--- src/rtl/flop_chain_sequencer.sv ---
// rtl/flop_chain_sequencer.sv - shifts words through a serial flop chain and captures them back
`timescale 1ps/1ps

module flop_chain_sequencer #(
    parameter int WIDTH = 8,
    parameter int DEPTH = 4
) (
    input  logic             clk,
    input  logic             reset,
    input  logic             in_valid,
    output logic             in_ready,
    input  logic [WIDTH-1:0] in_data,
    output logic             chain_d,
    input  logic             chain_q,
    output logic             out_valid,
    input  logic             out_ready,
    output logic [WIDTH-1:0] out_data,
    output logic             mismatch,
    output logic             busy
);

    localparam int CW = $clog2(WIDTH + DEPTH + 1);
    localparam logic [CW-1:0] CNT_WLIM = CW'(WIDTH);
    localparam logic [CW-1:0] CNT_LAST = CW'(WIDTH + DEPTH - 1);
    localparam logic [CW-1:0] CNT_ONE  = CW'(1);

    typedef enum logic [1:0] {
        IDLE,
        RUN,
        DONE
    } state_t;

    state_t           state;
    logic [WIDTH-1:0] sreg;
    logic [WIDTH-1:0] ref_word;
    logic [CW-1:0]    cnt;
    logic [WIDTH-1:0] cap_word;

    assign in_ready = (state == IDLE);
    assign busy     = (state != IDLE);

    // Drive the chain with the current LSB while bits remain, zeros otherwise.
    always_comb begin
        chain_d = 1'b0;
        if (state == RUN && cnt < CNT_WLIM) begin
            chain_d = sreg[0];
        end
    end

    // Captured word including the bit arriving on this edge, so the final
    // compare sees the complete word.
    always_comb begin
        cap_word = out_data;
        if (state == RUN) begin
            for (int i = 0; i < WIDTH; i++) begin
                if (cnt == CW'(DEPTH + i)) begin
                    cap_word[i] = chain_q;
                end
            end
        end
    end

    // Sequencer FSM: accept, shift/flush/capture, then hold the result.
    always_ff @(posedge clk) begin
        if (reset) begin
            state     <= IDLE;
            sreg      <= '0;
            ref_word  <= '0;
            cnt       <= '0;
            out_data  <= '0;
            mismatch  <= 1'b0;
            out_valid <= 1'b0;
        end else begin
            case (state)
                IDLE: begin
                    if (in_valid) begin
                        sreg     <= in_data;
                        ref_word <= in_data;
                        cnt      <= '0;
                        state    <= RUN;
                    end
                end
                RUN: begin
                    if (cnt < CNT_WLIM) begin
                        sreg <= sreg >> 1;
                    end
                    out_data <= cap_word;
                    cnt      <= cnt + CNT_ONE;
                    if (cnt == CNT_LAST) begin
                        state     <= DONE;
                        out_valid <= 1'b1;
                        mismatch  <= (cap_word != ref_word);
                    end
                end
                DONE: begin
                    if (out_ready) begin
                        state     <= IDLE;
                        out_valid <= 1'b0;
                    end
                end
                default: begin
                    state <= IDLE;
                end
            endcase
        end
    end

endmodule

--- config.mk ---
export PLATFORM = sky130hd
export DESIGN_NAME = flop_chain_sequencer
export DESIGN_NICKNAME = d
export VERILOG_FILES = /design/src/rtl/flop_chain_sequencer.sv
export SDC_FILE = /design/constraint.sdc
export NUM_CORES = 1
export LEC_CHECK = 0
export CORE_MARGIN = 2
export CORE_UTILIZATION = 45
export CTS_CLUSTER_DIAMETER = 60
export DETAILED_ROUTE_END_ITERATION = 16
export PLACE_DENSITY = 0.8
export SLEW_MARGIN = 20
export SYNTH_ARGS = -nofsm -noshare
export SYNTH_HDL_FRONTEND = slang
export SYNTH_SLANG_ARGS = --single-unit
--- constraint.sdc ---
create_clock -name clk -period 3.1 [get_ports clk]
set_input_delay 0.62 -clock clk [delete_from_list [all_inputs] [get_ports clk]]
set_output_delay 0.62 -clock clk [all_outputs]
set_load 0.01 [all_outputs]
-- Word level (Yosys, flattened, before mapping)
Cells that the tools add are included.
- flip-flop bits (word level): 32
- input port bits: 13
- output and inout port bits: 13
- logic and storage cells: 57
- $add $sub $neg: 1
- $lt $le $gt $ge: 1
- equal/unequal tests: 15
- multiplexer cells: 22
- reduce and logical (&&, ||, !) cells: 11
- operator list (cell ; count):
    2-to-1 mux 8 bit ; 3
    equality test 4 x 3 -> 1 bit (second input constant) ; 4
    equality test 4 bit (second input constant) ; 4
    case mux 8 bit (2 select lines) ; 1
    2-to-1 mux 1 bit ; 11
    AND reduction 3 bit ; 3
    inequality test 8 bit ; 1
    case mux 4 bit (2 select lines) ; 1
    2-to-1 mux 2 bit ; 3
    case mux 2 bit (3 select lines) ; 1
    AND reduction 2 bit ; 3
    nonzero test 2 bit ; 3
    adder 4 x 1 -> 4 bit (second input constant) ; 1
    < comparator 4 bit (second input constant) ; 1
    2-to-1 mux 4 bit ; 1
    inequality test 2 x 1 -> 1 bit (second input constant) ; 2
    inequality test 2 bit (second input constant) ; 2
    equality test 2 x 1 -> 1 bit (second input constant) ; 1
    equality test 2 bit (second input constant) ; 1
    logical NOT 2 bit ; 1
    case mux 1 bit (2 select lines) ; 1
    logical AND 1 bit ; 1

-- Logic depth before layout (Yosys ltp)
Gate-level depths: netlist (run 1).
- depth in word-level cells: 4
- gate-level depth with buffers: 8
- gate-level depth less buffers: 7

-- Least setup slack after synthesis (run 1)
OpenSTA, ideal clock, no wires.
- path kind: reg-to-reg
- start: register cnt[0]
- end: register mismatch
- setup time: 0.134 ns
- data arrival time: 1.899 ns
- slack: 1.067 ns
- stages on the path, launching flop included: 9
- path buffers: 1
- period minus slack after synthesis: 2.033 ns
- cell sequence: dfxtp_1 -> inv_1 -> ha_1 -> clkbuf_1 -> nor2b_1 -> o211a_1 -> or4_4 -> nor4b_2 -> a31oi_1
- longest elaborated chain between the ends: 4
- elaborated cells on any way between the ends: 19
- those cells by class: eq/ne (9); mux (9); reduce/logical (1)
- ends and longest elaborated chain (what ; line ; source):
    from (decl) ; 36 ; logic [CW-1:0] cnt;
    from (signal assigned) ; 88 ; cnt <= cnt + CNT_ONE;
    equality test 4 x 3 -> 1 bit (tied with other cells) ; 56 ; if (cnt == CW'(DEPTH + i)) begin
    2-to-1 mux 1 bit ; 56 ;
    2-to-1 mux 8 bit ; 54 ; if (state == RUN) begin
    inequality test 8 bit ; 92 ; mismatch <= (cap_word != ref_word);
    to (signal assigned) ; 92 ;
    to (decl) ; 18 ; output logic mismatch,
Several ways; a longest one is shown, not always the timed one.
A chain may end at the register's enable or synchronous reset.

-- Worst setup path after layout (run 1)
- start: register state[0]
- end: output port chain_d
- longest elaborated chain between the ends: 3
- ends and longest elaborated chain (what ; line ; source):
    from (decl) ; 33 ; state_t state;
    from (signal assigned) ; 66 ; state <= IDLE;
    from (signal assigned) ; 80 ; state <= RUN;
    from (signal assigned) ; 90 ; state <= DONE;
    equality test 2 x 1 -> 1 bit ; 45 ; if (state == RUN && cnt < CNT_WLIM) begin
    logical AND 1 bit ; 45 ;
    2-to-1 mux 1 bit ; 45 ;
    to (decl) ; 13 ; output logic chain_d,
No other way between the ends.

==> flow_summary_export.csv, run 1 <==
group,metric,value,unit
pwr,p_leak,0.706,nW
worst_setup_path,crit_required,2.48,ns
sta,min_period_over_period,0.806,
grt,track_usage,0.185,
cts,clk_pin_slew,0.10,ns
synthesis,netlist_area,0.00155,mm²
cells_and_area,nets,234,
grt,use_met1,0.236,
synthesis,synth-xor-area-share,0.0169,
cells_and_area,stdcell_count,264,
sta,hold_ws,0.465,ns
run,drv_cap,0,
synthesis,synth_warnings,0,
worst_setup_path,arrival,1.88,ns
worst_setup_path,crit_fanout,13,
synthesis,synth_edf_count,0,
floorplanning,chipHeight,62.8,µm
run_status,status,"complete, no violations",
routing,wirelength,3.36,mm
synthesis,syn_inst,194,
routing,avgRoutedWirePerCell,12.7,µm
sta,period_needed,2.50,ns
cells_and_area,most-common-layout-cells,"nand2_1, dfxtp_1, clkdlybuf4s50_1",
sta,fmax,400,MHz
worst_setup_path,critPathLaunchType,"flip-flop",
sta,relSlewSlack,0.399,
cells_and_area,drive_gt1_frac,0.0826,
cts,post-cts-setup-buffer-count,0,
synthesis,yosysUniqueCellTypes,41,
sta,finalSetupTns,0,ns
grt,grtUsageMet2,0.300,
sta,rsz0062_at_grt,"false",
sta,setup_viol,0,
synthesis,synth_mux_area_frac,0.0129,
floorplanning,num_rows,21,
grt,first_global_vias,1297,
cts,cts.sinks,32,
cts,tritoncts,"yes",
worst_setup_path,cp-end-kind,"output port",
sta,maxSlewViolCount,0,
cts,insertion_delay,0.35,ns
synthesis,synthSimpleGateAreaFrac,0.280,
routing,via_per_inst,5.41,
routing,first_pass_iters,4,
routing,vias,1427,
floorplanning,io-pin-count,26,
placement,numPortBuffers,25,
sta,fin_skew,0.0111,ns
sta,finalHoldViolCount,0,
floorplanning,die_w,62.8,µm
grt,grt_pass1_wl,5.80,mm
floorplanning,start_util,0.466,
cells_and_area,syn_to_final_growth,22.9,%
cts,cts_resized,0,
synthesis,synth_nets,211,
floorplanning,core_area,0.00334,mm²
sta,fin_ws,0.600,ns
cts,numCtsBuffers,5,
grt,grt_max_degree,20,
grt,grt_use_met3,0.0559,
cts,cts_hold_buf,0,
placement,placed_area,0.00183,mm²
placement,hpwl,2.39,mm
routing,drtIter0Drc,71,
synthesis,synthAdderAreaFrac,0.0322,
cts,clk_path_buf_depth,2,
routing,route.detailed.drc,0,
placement,gp_congestion,0.926,
sta,worst_pin_slew,0.896,ns
floorplanning,dieArea,0.00394,mm²
cells_and_area,final_common_cell,"nand2_1",
cells_and_area,final_area,0.00191,mm²
placement,pre_cts_ws,0.564,ns
synthesis,synth_compound_area_frac,0.189,
synthesis,ys.flop_type,"dfxtp_1",
routing,detail-route-antenna-nets,0,
min_path,min_path_type,"flip-flop to flip-flop",
grt,grt-ovfl-total,0,
grt,antenna_found_initial,0,
synthesis,synthArstFlopShare,0,
grt,busiest_layer,"met2",
placement,dp_cells,256,
pwr,ir_worst_vdd,0.298,mV
synthesis,synth_top_family_by_area,"simple AND/OR/NAND/NOR gates",
synthesis,synth-seq-cells,32,
cells_and_area,num_antenna_cells,0,
synthesis,syn_area_per_cell,8.01,µm²
cells_and_area,final_util,0.573,
worst_setup_path,crit_type,"flip-flop to output port",
cts,cts-root-buf,"clkbuf_4",
pwr,power.density,452,mW/mm²
cts,htree_num_levels,2,
synthesis,synth-seq-area-share,0.412,
pwr,finalPower,0.863,mW
sequential cells by signal, indices dropped and copies added (netlist names):
register,flops
cnt,4
mismatch,1
ref_word,8
out_valid,1
out_data,8
state,2
sreg,8
layout make-up:
cell class | count | area [µm²]
Sequential cell | 32 | 641
Fill cell | 328 | 1430
Clock buffer | 5 | 37.5
Timing Repair Buffer | 30 | 288
Clock inverter | 3 | 42.5
Inverter | 5 | 18.8
Tap cell | 46 | 57.6
Multi-Input combinational cell | 143 | 826
power breakdown:
group          switching, mW  internal, mW
clock                  0.152         0.168
combinational         0.0540        0.0457
sequential            0.0143         0.429
worst max-delay path, cell delays in order, from the launching register on:
cell and delay (ns):
dfxtp_1 0.48, nand2b_1 0.10, buf_4 0.19, nor3b_1 0.20
clkdlybuf4s50_1 0.56
cells in the mapped netlist, types with 2 or more instances:
master    number  area (µm²)
nor2_1        18        67.6
nor2b_1        3        18.8
inv_1          5        18.8
buf_6          2        22.5
nand2b_1       3        18.8
a31oi_1        3        18.8
a211o_1        2        17.5
ha_1           4        50.1
dfxtp_1       32         641
nand3_1        7        35.0
a311oi_1       7        61.3
clkbuf_1      11        41.3
mux2i_1        2        20.0
a21oi_1       23         115
nand4_1        3        18.8
nor3b_1        3        22.5
nand2_1       41         154
xnor2_1        2        17.5
per-layer routing:
| metal | up-vias | wire length (µm) |
|---|---|---|
| met5 | - | 0 |
| met4 | 0 | 41 |
| met3 | 9 | 224 |
| met2 | 44 | 1490 |
| met1 | 655 | 1600 |
| li1 | 719 | - |
final timing paths:
path	slack, ns	cells after the start	end	start
worst min register to register	0.47	2	out_data[7]	out_data[7]
worst max register to register	0.92	6	mismatch	cnt[0]
worst max-delay path	0.60	4	chain_d	state[0]
worst min-delay path	0.47	2	out_data[7]	out_data[7]
cells by family (layout without fill, tap and decap cells):
group | Yosys count | in the layout
and+or+nand+nor | 89 | 89
AOI/OAI and AO/OA | 45 | 45
DFF | 32 | 32
buffers and inverters | 19 | 43
adders and majority gates | 4 | 4
xor gates and xnor gates | 3 | 3
muxes | 2 | 2
No activity file was read; power rests on OpenSTA's default activity.
==> inputs of run 2 (changes only) <==
==> constraint.sdc (replaced) <==
create_clock -name clk -period 2.4 [get_ports clk]
set_input_delay 0.48 -clock clk [delete_from_list [all_inputs] [get_ports clk]]
set_output_delay 0.48 -clock clk [all_outputs]
set_load 0.01 [all_outputs]
==> run 2 against run 1 <==
Combinational power grew 35%. Critical path depth stayed put. Clock-buffer cell count increased by 2. First-iteration DRC count fell by 14%. Total power rose by 22%. Non-clock buffer count is 5 higher. Setup slack worse by 0.43 ns. Clock power grew 8.4%. Final cell count rose by 1.5%. Global-route usage rose by 1.3 points. Utilization up 0.68 points.
==> flow_summary_export.csv, run 2 (synthesis gave the netlist of run 1 again) <==
group,metric,value,unit
run,drv_cap,0,
worst_setup_path,crit_required,1.92,ns
worst_setup_path,r2r_end,"mismatch",
cts,tritoncts,"yes",
routing,avgRoutedWirePerCell,12.7,µm
placement,gp_congestion,0.926,
placement,pre_cts_ws,0.172,ns
cells_and_area,nets,239,
floorplanning,num_rows,21,
cells_and_area,final_common_cell,"nand2_1",
worst_setup_path,path_cells,"buf_4, nand2b_1, nor3b_1, clkdlybuf4s50_1",
sta,rsz0062_at_grt,"false",
routing,vias,1402,
routing,via_per_inst,5.23,
cts,numCtsBuffers,5,
cells_and_area,seq_area,641,µm²
pwr,power.density,545,mW/mm²
routing,wirelength,3.41,mm
worst_setup_path,cp-end-kind,"output port",
worst_setup_path,critPathLaunchType,"flip-flop",
cts,clk_pin_slew,0.11,ns
sta,maxSlewViolCount,0,
floorplanning,chipHeight,62.8,µm
sta,hold_ws,0.467,ns
sta,period_needed,2.23,ns
cts,clk_path_buf_depth,2,
floorplanning,core_area,0.00334,mm²
cts,cts-root-buf,"clkbuf_4",
routing,drtIter0Drc,61,
floorplanning,die_w,62.8,µm
worst_setup_path,endpoint,"chain_d",
sta,fmax,449,MHz
routing,first_pass_iters,4,
sta,finalHoldViolCount,0,
cts,htree_num_levels,2,
routing,detail-route-antenna-nets,0,
grt,grt_max_degree,22,
worst_setup_path,crit_path_max_incr_delay,0.57,ns
cts,post-cts-setup-buffer-count,0,
cells_and_area,syn_to_final_growth,24.4,%
worst_setup_path,reg2reg_slack,0.28,ns
placement,numPortBuffers,25,
cts,cts.sinks,32,
worst_setup_path,cp_slowest_cell,"clkdlybuf4s50_1",
floorplanning,start_util,0.466,
grt,track_usage,0.198,
sta,fin_ws,0.171,ns
worst_setup_path,cp-startpoint,"state[1]",
cts,insertion_delay,0.34,ns
pwr,p_leak,0.727,nW
grt,grt-ovfl-total,0,
cells_and_area,drive_gt1_frac,0.0991,
pwr,ir_worst_vdd,0.349,mV
cells_and_area,largestRegisters,"out_data: 8 flops, ref_word: 8 flops, sreg: 8 flops",
cts,cts_hold_buf,0,
sta,fin_skew,0.0159,ns
sta,setup_viol,0,
sta,worst_pin_slew,0.441,ns
grt,grt_pass1_wl,6.12,mm
routing,route.detailed.drc,0,
cells_and_area,fillers,334,
worst_setup_path,crit_type,"flip-flop to output port",
grt,antenna_found_initial,0,
worst_setup_path,timing.rr.start,"cnt[0]",
sta,min_period_over_period,0.929,
floorplanning,dieArea,0.00394,mm²
sta,finalSetupTns,0,ns
floorplanning,io-pin-count,26,
cells_and_area,num_antenna_cells,0,
min_path,min_path_type,"flip-flop to flip-flop",
cells_and_area,multiInputGateArea,826,µm²
cts,cts_resized,0,
sta,relSlewSlack,0.705,
worst_setup_path,arrival,1.75,ns
worst_setup_path,worstRegToRegCells,6,
worst_setup_path,crit_fanout,7,
run_status,status,"complete, no violations",
cells_and_area,most-common-layout-cells,"nand2_1, dfxtp_1, clkdlybuf4s50_1",
grt,first_global_vias,1347,
placement,hpwl,2.51,mm
## run 2: cell count changes in the layout (fill, tap and decap cells not counted), sizes merged
cell,before,now
buf,5,10
clkbuf,5,7
bufinv,1,0
clkinv,1,0
clkinvlp,1,0
## run 2: stage by stage
stage	cells	util	area (µm²)	power (mW)
finish	268	0.579	1930	1.05
global route	268	0.579	1930	1.12
floorplan	194	-	1550	0.661
detailed placement	261	0.560	1870	0.720
global placement	261	0.560	1870	0.718
CTS	268	0.579	1930	1.06
## run 2: how the worst min path moves through the flow
stage / cells past startpoint / endpoint / slack, ns / startpoint
final: 2 / out_data[7] / 0.47 / out_data[7]
after global routing: 2 / out_data[7] / 0.49 / out_data[7]
after CTS: 2 / out_data[7] / 0.47 / out_data[7]
after detailed placement: 2 / out_data[7] / 0.45 / out_data[7]
after global placement: 2 / out_valid / 0.44 / out_valid
after floorplan: 2 / ref_word[5] / 0.45 / ref_word[5]
## run 2: power breakdown
group          leakage [nW]  internal [mW]  total [mW]  switching, mW
combinational         0.428         0.0641       0.135         0.0704
sequential            0.261          0.554       0.573         0.0188
clock                0.0374          0.166       0.347          0.181
total                 0.727          0.784        1.05          0.270
## run 2: final cells by class
cell class / instances / share of cell area
flip-flops and latches: 32 / 0.331
inverters: 5 / 0.00971
well taps: 46 / 0.0298
clock buffers: 7 / 0.0337
multi-input cells: 143 / 0.427
repair buffers: 35 / 0.168
## run 2: critical path: cells and delay by family, from the launching register on
| family | cells | cell delay (ns) |
|---|---|---|
| simple gates | 2 | 0.37 |
| flops | 1 | 0.32 |
| buf+inv | 2 | 0.72 |
## run 2: layer usage
metal,vias up,global-route usage,part of all wire
li1,730,-,-
met1,624,0.257,0.49
met2,40,0.302,0.43
met3,8,0.0613,0.058
met4,0,0.0889,0.019
met5,-,0,0
==> patch: new RTL, settings of run 1 <==
`WIDTH`: 8 -> 16.
--- a/src/rtl/flop_chain_sequencer.sv
+++ b/src/rtl/flop_chain_sequencer.sv
@@ -3,5 +3,5 @@
 
 module flop_chain_sequencer #(
-    parameter int WIDTH = 8,
+    parameter int WIDTH = 16,
     parameter int DEPTH = 4
 ) (
Ports: changed (resized in_data and out_data); port bits go from 26 to 42. The function was not compared with the original's and may differ.
==> patch against run 1 <==
- sequential share of layout area shrank 1.4 points
- wire length grew 110%
- sequential cell count grew 25
- via count grew 85%
- largest cell class unchanged
- largest power group is now clock
- area after synthesis grew 81%
- power grew 120%
- first-iteration DRC count grew 140%
- worst hold slack lost 13 ps
- final area grew 86%
- worst setup slack gained 42 ps
==> patch: results (changes against run 1) <==
- status: completed
- number of standard cells in the final layout excluding fillers: 481, +82%
- later-pin clock latency in the skew report: 340 ps
- leading cell types by count after synthesis: sky130_fd_sc_hd__nand2_1 (82), sky130_fd_sc_hd__dfxtp_1 (57), sky130_fd_sc_hd__a21oi_1 (43)
- clock buffer count from CTS: 9, +4
- max incr delay on CP: 540 ps, -20 ps
- setup fix buffers added after clock tree synthesis: 0, unchanged
- count of input and output buffers: 41, +64%
- Tightest Hold Check Type: register to register
- cts repair resizes: 0, unchanged
- average footprint of a synthesized cell: 7.727 sq um, -3.5%
- number of cells on the worst hold path: 2, unchanged
- mean number of vias per cell: 5.480, +1.4%
- number of antenna violations at the first check in global routing: 0, unchanged
- Async SR Flop Fraction: 0, unchanged
- share of synthesized area occupied by flip-flops and latches: 0.4046, -0.007624
- RePlAce Congestion: 0.9221, -0.43%
- Leakage Power: 0.001354 uW, +92%
- total iterations of the first detailed-routing run: 4, unchanged
- synthesized net count: 391, +85%
- data arrival time of the critical path: 1840 ps, -40 ps
- vias in the first global route: 2,495, +92%
- clock transition at the registers of the reported paths: 70 ps, -30 ps
- count of distinct cell types in the synthesized netlist: 46, +12%
- number of H-tree branching levels: 3, +1
- total number of nets in the final design: 427, +82%
- Detailed Place HPWL: 5051 microns, +110%
- WL/cell: 14.89 microns, +17%
- number of antenna repair diodes: 0, unchanged
- post-route standard cell area excluding fillers: 3555 sq um, +86%
- total global routing track utilization: 0.2179, +0.03315
- main area contributors after synthesis: sky130_fd_sc_hd__dfxtp_1 (40%), sky130_fd_sc_hd__nand2_1 (11%), sky130_fd_sc_hd__a21oi_1 (7.6%), sky130_fd_sc_hd__nor2_1 (4.8%), sky130_fd_sc_hd__a311oi_1 (4.7%)
- critical path's slowest cell: sky130_fd_sc_hd__dfxtp_1
- number of DRC markers in iteration 0: 168, +140%
- Synth Warn #: 0, unchanged
- wire length of the first global-routing pass: 12,070 microns, +110%
- CTS root buf: sky130_fd_sc_hd__clkbuf_8
- number of cells on the worst reg-to-reg path: 7, +1
- clock skew after layout: 7.728 ps, -3.353 ps
- number of fill cells in the layout: 550, +68%
- pin count of the biggest net entering global routing: 53, +170%
- Bufs on Longest Clock Path: 2, unchanged
- peak ir drop on the vdd network: 0.2604 mV, -13%
- leading registers by flop count: out_data: 16 flops, ref_word: 16 flops, sreg: 16 flops
- critical path peak fanout: 14, +1
- actual slew at the worst max-slew pin: 946.6 ps, +50.78 ps
- share of layout cells above drive strength 1: 0.07882, -0.003751
- DP Cell Count: 465, +82%
- total cell area at the placement stage: 3293 sq um, +80%
-- patch: area by class of cell --
| cell class | instances | share of cell area |
|---|---|---|
| clock inverter | 4 | 0.02781 |
| timing repair buffer | 52 | 0.1373 |
| sequential | 57 | 0.3210 |
| inverter | 7 | 0.007392 |
| clock buffer | 12 | 0.04365 |
| tap | 75 | 0.02640 |
| multi-input combinational | 274 | 0.4365 |
-- patch: final timing paths --
check / end / startpoint / slack, ps
worst min-delay path: out_valid$_SDFFE_PP0P_ / out_valid$_SDFFE_PP0P_ / 450
worst max-delay path: chain_d / state[0]$_SDFFE_PP0P_ / 640
worst min register to register: out_valid$_SDFFE_PP0P_ / out_valid$_SDFFE_PP0P_ / 450
worst max register to register: mismatch$_SDFFE_PP0P_ / cnt[4]$_SDFFE_PP0P_ / 750
-- patch: critical path: cells and delay by family, from the launching register on --
| family | cells | cell delay (ps) |
|---|---|---|
| flops | 1 | 540 |
| buf+inv | 1 | 530 |
| simple gates | 2 | 420 |
-- patch: kinds of logic (layout without fill, tap and decap cells) --
logic type,after synthesis,in the layout,share of synthesized area
and+or+nand+nor,175,175,0.2959
AOI/OAI and AO/OA,78,78,0.1748
DFF,57,57,0.4046
buffers and inverters,34,75,0.04924
xor gates and xnor gates,8,8,0.02485
muxes,8,8,0.02840
adders and majority gates,5,5,0.02218
-- patch: where the power goes --
group	internal (uW)	switching (uW)
registers	767	27.7
clock network	580	302
logic	81.5	106
total	1430	436
-- patch: stage by stage --
stage	worst slack (ps)	power, uW	hold WS (ps)
2_1_floorplan	952.6	922.3	436.6
3_3_place_gp	456.1	993.2	444.6
3_5_place_dp	430.4	997.4	449.8
4_1_cts	621.0	1877	458.0
5_1_grt	488.8	1944	491.9
6_report	641.8	1864	452.6
-- patch: metal layers --
layer / routed length [microns] / part of all wire / GRT usage
met4: 246 / 0.034 / 0.1148
met1: 3276 / 0.46 / 0.2839
met2: 3255 / 0.45 / 0.3372
met5: 0 / 0 / 0
met3: 385 / 0.054 / 0.04771
